### src/rtl/cic_pkg.sv
// Shared constants, state encoding and ratio range helper for the CIC decimator controller.
package cic_pkg;

    localparam int NUM_STAGES    = 3;
    localparam int RATIO_W       = 6;
    localparam int RATIO_MIN     = 2;
    // Decimator bit growth is fixed at 5 bits per stage, so 32 is the largest usable ratio.
    localparam int RATIO_MAX     = 32;
    localparam int DEFAULT_RATIO = 32;
    localparam int FLUSH_CYC     = NUM_STAGES + 2;

    typedef enum logic [1:0] {
        ST_IDLE   = 2'd0,
        ST_FLUSH  = 2'd1,
        ST_WARMUP = 2'd2,
        ST_RUN    = 2'd3
    } cic_state_t;

    function automatic logic ratio_in_range(input int r);
        return (r >= RATIO_MIN) && (r <= RATIO_MAX);
    endfunction

endpackage

### src/rtl/cic_strobe_gen.sv
// Decimation strobe generator: down-counter reloaded with ratio-1, one-cycle strobe at terminal count.
module cic_strobe_gen #(
    parameter int RATIO_W = cic_pkg::RATIO_W
) (
    input  logic               in_clk,
    input  logic               reset_n,
    input  logic               en,
    input  logic               load,
    input  logic [RATIO_W-1:0] ratio,
    output logic               strobe
);

    logic [RATIO_W-1:0] r_cnt;
    logic               r_strobe;
    logic [RATIO_W-1:0] w_reload;

    assign w_reload = ratio - RATIO_W'(1);

    // Count down while enabled; strobe and reload on terminal count so the period is exactly ratio.
    always_ff @(posedge in_clk or negedge reset_n) begin
        if (!reset_n) begin
            r_cnt    <= '0;
            r_strobe <= 1'b0;
        end else if (!en) begin
            r_cnt    <= '0;
            r_strobe <= 1'b0;
        end else if (load) begin
            r_cnt    <= w_reload;
            r_strobe <= 1'b0;
        end else if (r_cnt == '0) begin
            r_cnt    <= w_reload;
            r_strobe <= 1'b1;
        end else begin
            r_cnt    <= r_cnt - RATIO_W'(1);
            r_strobe <= 1'b0;
        end
    end

    assign strobe = r_strobe;

endmodule

### src/rtl/cic_decim_ctrl.sv
// CIC decimator sequencing controller: flush, warm-up discard, then qualified run.
//
// state  | meaning
// IDLE   | decimator held in reset, waiting for enable and synchronized reset release
// FLUSH  | reset held FLUSH_CYC cycles to clear the comb-enable pipeline
// WARMUP | strobes running, first NUM_STAGES decimator outputs discarded
// RUN    | strobes running, decimator outputs forwarded one cycle later
module cic_decim_ctrl #(
    parameter int NUM_STAGES    = cic_pkg::NUM_STAGES,
    parameter int RATIO_W       = cic_pkg::RATIO_W,
    parameter int DEFAULT_RATIO = cic_pkg::DEFAULT_RATIO
) (
    input  logic               in_clk,
    input  logic               reset_n,
    input  logic               enable,
    input  logic [RATIO_W-1:0] cfg_ratio,
    input  logic               cfg_load,
    input  logic               cic_valid_in,
    output logic               cic_reset,
    output logic               cic_out_clk,
    output logic               out_valid,
    output logic               busy,
    output logic               cfg_err,
    output logic [RATIO_W-1:0] ratio
);

    import cic_pkg::cic_state_t, cic_pkg::ST_IDLE, cic_pkg::ST_FLUSH,
           cic_pkg::ST_WARMUP, cic_pkg::ST_RUN, cic_pkg::ratio_in_range;

    localparam int FLUSH_LEN = NUM_STAGES + 2;
    localparam int FW        = $clog2(FLUSH_LEN + 1);
    localparam int WW        = $clog2(NUM_STAGES + 1);

    cic_state_t         r_state;
    cic_state_t         w_state_nxt;
    logic [1:0]         r_rst_sync;
    logic [FW-1:0]      r_flush_cnt;
    logic [WW-1:0]      r_warm_cnt;
    logic [RATIO_W-1:0] r_ratio;
    logic               r_cic_reset;
    logic               r_out_valid;
    logic               r_busy;
    logic               r_cfg_err;

    logic w_run_ok;
    logic w_ratio_ok;
    logic w_accept;
    logic w_reject;
    logic w_flush_done;
    logic w_warm_done;
    logic w_cic_reset_nxt;
    logic w_busy_nxt;
    logic w_out_valid_nxt;
    logic w_strobe_en;
    logic w_strobe_load;
    logic w_strobe;

    assign w_run_ok     = r_rst_sync[1];
    assign w_ratio_ok   = ratio_in_range(int'(cfg_ratio));
    assign w_accept     = cfg_load && w_ratio_ok;
    assign w_reject     = cfg_load && !w_ratio_ok;
    assign w_flush_done = (r_flush_cnt == '0);
    assign w_warm_done  = cic_valid_in && (r_warm_cnt == WW'(NUM_STAGES - 1));

    // Two-flop synchronizer on reset release; the FSM stays in IDLE until it settles.
    always_ff @(posedge in_clk or negedge reset_n) begin
        if (!reset_n) r_rst_sync <= 2'b00;
        else          r_rst_sync <= {r_rst_sync[0], 1'b1};
    end

    // State register.
    always_ff @(posedge in_clk or negedge reset_n) begin
        if (!reset_n) r_state <= ST_IDLE;
        else          r_state <= w_state_nxt;
    end

    // Next-state and next-output decode; enable low and accepted loads override the sequence.
    always_comb begin
        w_state_nxt     = r_state;
        w_cic_reset_nxt = 1'b1;
        w_busy_nxt      = 1'b1;
        w_out_valid_nxt = 1'b0;
        if (!w_run_ok || !enable) begin
            w_state_nxt = ST_IDLE;
        end else if (w_accept) begin
            w_state_nxt = ST_FLUSH;
        end else begin
            case (r_state)
                ST_IDLE:   w_state_nxt = ST_FLUSH;
                ST_FLUSH:  if (w_flush_done) w_state_nxt = ST_WARMUP;
                ST_WARMUP: if (w_warm_done)  w_state_nxt = ST_RUN;
                ST_RUN:    w_state_nxt = ST_RUN;
                default:   w_state_nxt = ST_IDLE;
            endcase
        end
        w_cic_reset_nxt = (w_state_nxt == ST_IDLE) || (w_state_nxt == ST_FLUSH);
        w_busy_nxt      = (w_state_nxt != ST_RUN);
        // The pulse that completes warm-up arrives while still in WARMUP and is dropped.
        w_out_valid_nxt = cic_valid_in && (r_state == ST_RUN) && (w_state_nxt == ST_RUN);
    end

    // Flush length counter; reloaded on FLUSH entry and on any accepted load during FLUSH.
    always_ff @(posedge in_clk or negedge reset_n) begin
        if (!reset_n) begin
            r_flush_cnt <= '0;
        end else if (w_state_nxt == ST_FLUSH) begin
            if ((r_state != ST_FLUSH) || w_accept) r_flush_cnt <= FW'(FLUSH_LEN - 1);
            else                                   r_flush_cnt <= r_flush_cnt - FW'(1);
        end else begin
            r_flush_cnt <= '0;
        end
    end

    // Warm-up pulse counter; saturates and is cleared outside WARMUP.
    always_ff @(posedge in_clk or negedge reset_n) begin
        if (!reset_n) begin
            r_warm_cnt <= '0;
        end else if (w_state_nxt != ST_WARMUP) begin
            r_warm_cnt <= '0;
        end else if ((r_state == ST_WARMUP) && cic_valid_in &&
                     (r_warm_cnt != WW'(NUM_STAGES - 1))) begin
            r_warm_cnt <= r_warm_cnt + WW'(1);
        end
    end

    // Active ratio and sticky rejection flag.
    always_ff @(posedge in_clk or negedge reset_n) begin
        if (!reset_n) begin
            r_ratio   <= RATIO_W'(DEFAULT_RATIO);
            r_cfg_err <= 1'b0;
        end else if (w_accept) begin
            r_ratio   <= cfg_ratio;
            r_cfg_err <= 1'b0;
        end else if (w_reject) begin
            r_cfg_err <= 1'b1;
        end
    end

    // Registered status outputs aligned with the state register.
    always_ff @(posedge in_clk or negedge reset_n) begin
        if (!reset_n) begin
            r_cic_reset <= 1'b1;
            r_busy      <= 1'b1;
            r_out_valid <= 1'b0;
        end else begin
            r_cic_reset <= w_cic_reset_nxt;
            r_busy      <= w_busy_nxt;
            r_out_valid <= w_out_valid_nxt;
        end
    end

    assign w_strobe_en   = (w_state_nxt == ST_WARMUP) || (w_state_nxt == ST_RUN);
    assign w_strobe_load = (w_state_nxt == ST_WARMUP) && (r_state != ST_WARMUP);

    cic_strobe_gen #(
        .RATIO_W (RATIO_W)
    ) u_strobe_gen (
        .in_clk  (in_clk),
        .reset_n (reset_n),
        .en      (w_strobe_en),
        .load    (w_strobe_load),
        .ratio   (r_ratio),
        .strobe  (w_strobe)
    );

    assign cic_reset   = r_cic_reset;
    assign cic_out_clk = w_strobe;
    assign out_valid   = r_out_valid;
    assign busy        = r_busy;
    assign cfg_err     = r_cfg_err;
    assign ratio       = r_ratio;

endmodule

### config.mk
export PLATFORM = sky130hd
export DESIGN_NAME = cic_decim_ctrl
export DESIGN_NICKNAME = d
export VERILOG_FILES = /design/src/rtl/cic_pkg.sv /design/src/rtl/cic_strobe_gen.sv /design/src/rtl/cic_decim_ctrl.sv
export SDC_FILE = /design/constraint.sdc
export NUM_CORES = 1
export LEC_CHECK = 0
export ABC_CLOCK_PERIOD_IN_PS = 1450
export CAP_MARGIN = 25
export CORE_ASPECT_RATIO = 0.8
export CORE_UTILIZATION = 47
export CTS_BUF_LIST = sky130_fd_sc_hd__clkbuf_16
export DETAILED_ROUTE_END_ITERATION = 10
export GPL_TIMING_DRIVEN = 0
export PLACE_DENSITY = 0.8
export REMOVE_ABC_BUFFERS = 1
export SETUP_SLACK_MARGIN = 0.3
export SYNTH_ARGS = -nofsm -noshare
export SYNTH_HDL_FRONTEND = slang
export SYNTH_SLANG_ARGS = --single-unit
export TNS_END_PERCENT = 1
### constraint.sdc
create_clock -name in_clk -period 1.45 [get_ports in_clk]
set_input_delay 0.29 -clock in_clk [delete_from_list [all_inputs] [get_ports in_clk]]
set_output_delay 0.29 -clock in_clk [all_outputs]
set_load 0.01 [all_outputs]
After elaboration in Yosys (flattened, before gate mapping)
Cells that the tools add are included.

Output and inout port bits: 11. Flip-flop bits (word level): 26. Bits of input ports: 11. Logic and storage cells: 68.

Equal/unequal tests: 12. Reduce and logical (&&, ||, !) cells: 22. Add/sub/neg operators: 4. Order comparisons: 2. Multiplexer cells: 17.

Operator list (number): 2-to-1 mux 6 bit (3); 2-to-1 mux 2 bit (6); subtractor 6 x 1 -> 6 bit, second input constant (2); equality test 2 bit, second input constant (5); logical AND 1 bit (9); inequality test 2 bit, second input constant (4); one-hot mux 2 bit (4 select lines) (1); >= comparator 6 x 2 -> 1 bit, second input constant (1); <= comparator 6 bit, second input constant (1); logical NOT 6 bit (1); 2-to-1 mux 3 bit (2); 2-to-1 mux 1 bit (5); equality test 2 x 1 -> 1 bit, second input constant (2); logical NOT 2 bit (2); logical OR 1 bit (4); nonzero test 2 bit (2); logical NOT 1 bit (3); logical NOT 3 bit (1); subtractor 3 x 1 -> 3 bit, second input constant (1); adder 2 x 1 -> 2 bit, second input constant (1); inequality test 2 x 1 -> 1 bit, second input constant (1).

Depth between registers and ports, before layout
Depth in word-level cells: 10. Gate-level depth with buffers: 9. Mapped depth without buffers: 8.

Modules after synthesis
From an unflattened synthesis, not the netlist that was laid out.

Cells, all modules: 132. Area, all modules: 1431.4 µm².

Modules (own cells, without submodules): cic_decim_ctrl (times used 1, sequential area each 479.2 µm², cells each 82, area an instance 954.7 µm²); cic_strobe_gen (times used 1, sequential area each 175.2 µm², cells each 50, area an instance 476.7 µm²).

Least setup slack after synthesis
Ideal clock, no wire load.

Path kind: flip-flop to flip-flop. From: reg u_strobe_gen.r_cnt[0]. To: reg u_strobe_gen.r_cnt[5]. Required time: 1.371 ns. Period minus slack after synthesis: 1.589 ns. Setup time: 0.079 ns. Stages on the path, launching flop included: 7. Arrival time: 1.509 ns. Buffers on the path: 0. Slack: -0.139 ns. Cells stage by stage: dfrtp_1 inv_1 ha_1 or4b_1 nor2_2 a21o_1 mux2i_1.

Word-level cells in the longest chain between the ends: 4. Elaborated cells between the ends (all ways): 5. Those cells by class: add/sub: 1; mux: 3; reduce/logical: 1.

RTL lines: from (decl) (line cic_strobe_gen.sv:13) `logic [RATIO_W-1:0] r_cnt;`; from (signal assigned) (line cic_strobe_gen.sv:28) `r_cnt <= w_reload;`; from (signal assigned) (line cic_strobe_gen.sv:31) `r_cnt <= w_reload;`; from (signal assigned) (line cic_strobe_gen.sv:34) `r_cnt <= r_cnt - RATIO_W'(1);`; subtractor 6 x 1 -> 6 bit / logical NOT 6 bit (equally long branches) (line cic_strobe_gen.sv:34, cic_strobe_gen.sv:30); 2-to-1 mux 6 bit (*) (line cic_strobe_gen.sv:30) `end else if (r_cnt == '0) begin`; 2-to-1 mux 6 bit (*) (line cic_strobe_gen.sv:27) `end else if (load) begin`; 2-to-1 mux 6 bit (*) (line cic_strobe_gen.sv:24) `end else if (!en) begin`.

Every way passes the cells marked *; elsewhere a longest branch is shown, timed or not. A chain may end at the register's enable or synchronous reset.

Worst setup path in the final report
From: reg u_strobe_gen.r_cnt[0]. To: reg u_strobe_gen.r_cnt[1].

Same word-level chain as after synthesis.

==> results.py <==
metrics = {
    "layout": {
        "layout.nets": 178,
        "area.growth.synth_to_final_pct": 40.9,
        "layout-drive-gt1-share_pct": 38.1,
        "postLayoutCellArea_um2": 1860,
        "diodes": 0,
    },
    "clock_network": {
        "path_clk_slew_ns": 0.06,
        "cts_buffers": 3,
        "ctsHtreeMaxLevel": 1,
        "cts_tree": "built",
        "clkLatencyLatePin_ns": 0.26,
        "clockRootBuffer": "clkbuf_16",
        "clock_path_buffers": 2,
        "clock-sinks": 26,
    },
    "routing": {
        "route.antenna.remaining_nets": 0,
        "drc": 0,
        "viasPerCell": 5.57,
        "first_iter_violations": 32,
        "wirelength_mm": 3.32,
        "drtPass1Iterations": 4,
        "avgRoutedWirePerCell_um": 16.9,
        "routed-via-count": 1091,
    },
    "floorplanning": {
        "placement_rows": 16,
        "initial_core_util_pct": 51.9,
        "fp.dieArea_um2": 3030,
        "die_h_um": 49.4,
        "ios": 22,
        "die_w_um": 61.3,
        "core_area_um2": 2540,
    },
    "grt": {
        "grt_max_degree": 22,
        "grt-ovfl-total": 0,
        "antenna_found_initial": 0,
        "grt_pass1_vias": 1136,
        "grt_pass1_wl_mm": 5.25,
        "grt_usage_pct": 24.0,
    },
    "sta": {
        "max_freq_mhz": 588,
        "hold_viol": 0,
        "rsz0062_at_grt": "yes",
        "setup_violations": 19,
        "fin_worst_skew_ns": 0.00268,
        "finalWorstSetupSlack_ns": -0.252,
        "slew_violations": 0,
        "fin_crit_ns": 1.70,
        "finalCritPeriodShare_pct": 117,
    },
    "synthesis": {
        "netlist_instances": 122,
        "synth.avg_cell_area_um2": 10.8,
        "synth-edff-count": 0,
        "ys.flop_type": "dfrtp_1",
        "ys.warnings.count": 0,
        "synth_top_area_share_pct": 43.6,
        "yosysSeqAreaShare_pct": 49.6,
        "synth.distinct_cells": 36,
        "synth.ff_latch_count": 26,
        "synth.area.top_cells": "dfrtp_1, dfstp_2, ha_1",
        "synth_top_cell_by_area": "dfrtp_1",
        "syn-cell-area_um2": 1320,
        "synthArstFlopShare_pct": 100,
    },
    "hold_path": {
        "holdCritPathClass": "in2async",
    },
    "critical_path": {
        "cp-startpoint": "u_strobe_gen.r_cnt[0]",
        "arrival_ns": 1.85,
        "path_max_fanout": 3,
        "rr_startpoint": "u_strobe_gen.r_cnt[0]",
        "worstPathRequired_ns": 1.60,
        "end_kind": "flip-flop",
        "cp-start-kind": "flip-flop",
        "crit_type": "reg2reg",
    },
    "outcome": {
        "status": "finished with violations",
        "violations": "negative setup slack",
    },
    "place": {
        "dpl_cell_area_um2": 1600,
        "portBuffers": 21,
        "gp_congestion": 0.803,
        "dpl.hpwl_mm": 1.88,
        "preCtsSetupSlack_ns": -0.975,
    },
    "pwr": {
        "p_per_area_nw_per_um2": 1070,
        "peakVddDrop_mv": 0.660,
        "p_leak_uw": 0.000836,
    },
    "run": {
        "max_cap_viol_count": 0,
    },
}
-- flip-flops by register name, summed over array words and instances, names as in the netlist, 2 cells and up --
register            flops
u_strobe_gen.r_cnt      6
ratio                   6
r_rst_sync              2
r_flush_cnt             3
r_warm_cnt              2
r_state                 2
-- kinds of logic (layout without fill, tap and decap cells) --
logic type	after synthesis	after routing	share of synthesized area (%)
muxes	10	10	8.06
other	1	1	0.284
adders and majority gates	6	6	5.69
and+or+nand+nor	37	37	16.7
buffers and inverters	14	52	4.46
AOI/OAI and AO/OA	21	21	10.6
DFF	26	26	49.6
xor gates and xnor gates	7	7	4.64
-- repair_timing --
item / 4_1_cts / 5_1_grt
buffers inserted: 12 / 2
endpoints found under the setup margin: 35 / 31
gates resized for setup: 76 / 8
hold buffers: 0 / 0
hold endpoints to repair: 0 / 0
pin swaps: 8 / 6
-- Yosys cell counts, types with 2 or more instances --
library cell,n
dfrtp_1,23
inv_1,11
a21oi_1,7
nand3_1,7
ha_1,6
mux2_2,5
mux2i_1,5
nand2_1,5
nor2_1,5
xnor2_1,4
a21o_1,3
dfstp_2,3
nor2b_1,3
nor3_1,3
nor4_1,3
xor2_1,3
a211oi_1,2
a22o_1,2
buf_2,2
nand2b_1,2
nor3b_1,2
o21ai_0,2
-- metal layers --
layer	GRT usage (%)	routed length (um)	vias up
met5	0	0	-
met4	4.55	55	0
met3	6.10	171	6
met2	39.5	1700	41
met1	31.6	1390	533
li1	-	-	511
-- worst paths after layout --
| path | depth (start not counted) | to | slack [ns] |
|---|---|---|---|
| max | 6 | u_strobe_gen.r_cnt[1] | -0.25 |
| min | 1 | ratio[4] | 0.32 |
| max reg2reg | 6 | u_strobe_gen.r_cnt[1] | -0.25 |
| min reg2reg | 0 | r_rst_sync[1] | 0.35 |
| max in group asynchronous | 2 | cic_reset | 0.61 |
| min in group in_clk | 2 | ratio[3] | 0.32 |
-- power by group --
group / internal [uW] / leakage (uW) / switching, uW
clock: 549 / 0.0000511 / 251
combinational: 192 / 0.000454 / 181
sequential: 768 / 0.000330 / 49.5
-- layout make-up --
cell class,instances,area [um2]
Clock buffer,3,75.1
Timing Repair Buffer,37,315
Tap cell,36,45.0
Multi-Input combinational cell,82,698
Clock inverter,1,30.0
Fill cell,190,682
Inverter,11,41.3
Sequential cell,26,656
-- worst max-delay path: stages (launching register included) --
cell	delay [ns]
dfrtp_1	0.41
inv_2	0.09
ha_4	0.12
or4b_4	0.49
o21ai_1	0.15
a21oi_1	0.07
a211oi_1	0.26
-- per-stage QoR --
step	util [%]	hold WS, ns	cells	setup TNS (ns)	power [uW]
2_1_floorplan	-	-0.00559	119	-15.05	986
6_report	73.2	0.320	196	-2.57	1990
5_1_grt	73.2	0.329	196	-3.51	2070
4_1_cts	72.6	0.319	194	-1.87	1980
3_5_place_dp	62.9	0.340	178	-18.21	1140
3_3_place_gp	61.3	0.332	176	-40.87	1120
-- cell usage in the layout (no fill, tap or decap), types with 2 or more instances in the layout --
| cell | Yosys | final |
|---|---|---|
| ha_1 | 6 | 4 |
| mux2i_1 | 5 | 4 |
| a211oi_1 | 2 | 2 |
| clkbuf_16 | 0 | 3 |
| nand3_1 | 7 | 6 |
| dfrtp_1 | 23 | 22 |
| inv_1 | 11 | 9 |
| nor4_1 | 3 | 2 |
| buf_6 | 0 | 7 |
| nand2b_1 | 2 | 2 |
| a22o_1 | 2 | 2 |
| nor3_1 | 3 | 2 |
| a21o_1 | 3 | 3 |
| inv_2 | 0 | 2 |
| mux2_2 | 5 | 4 |
| dfstp_2 | 3 | 3 |
| clkdlybuf4s50_1 | 0 | 6 |
| xor2_1 | 3 | 3 |
| o21ai_1 | 0 | 2 |
| buf_2 | 2 | 7 |
| a21oi_2 | 0 | 3 |
| nand2_1 | 5 | 4 |
| a21oi_1 | 7 | 4 |
| nor2_1 | 5 | 5 |
| buf_4 | 1 | 12 |
| xnor2_1 | 4 | 4 |
| clkbuf_2 | 0 | 3 |
No activity file was read; power rests on OpenSTA's default activity.
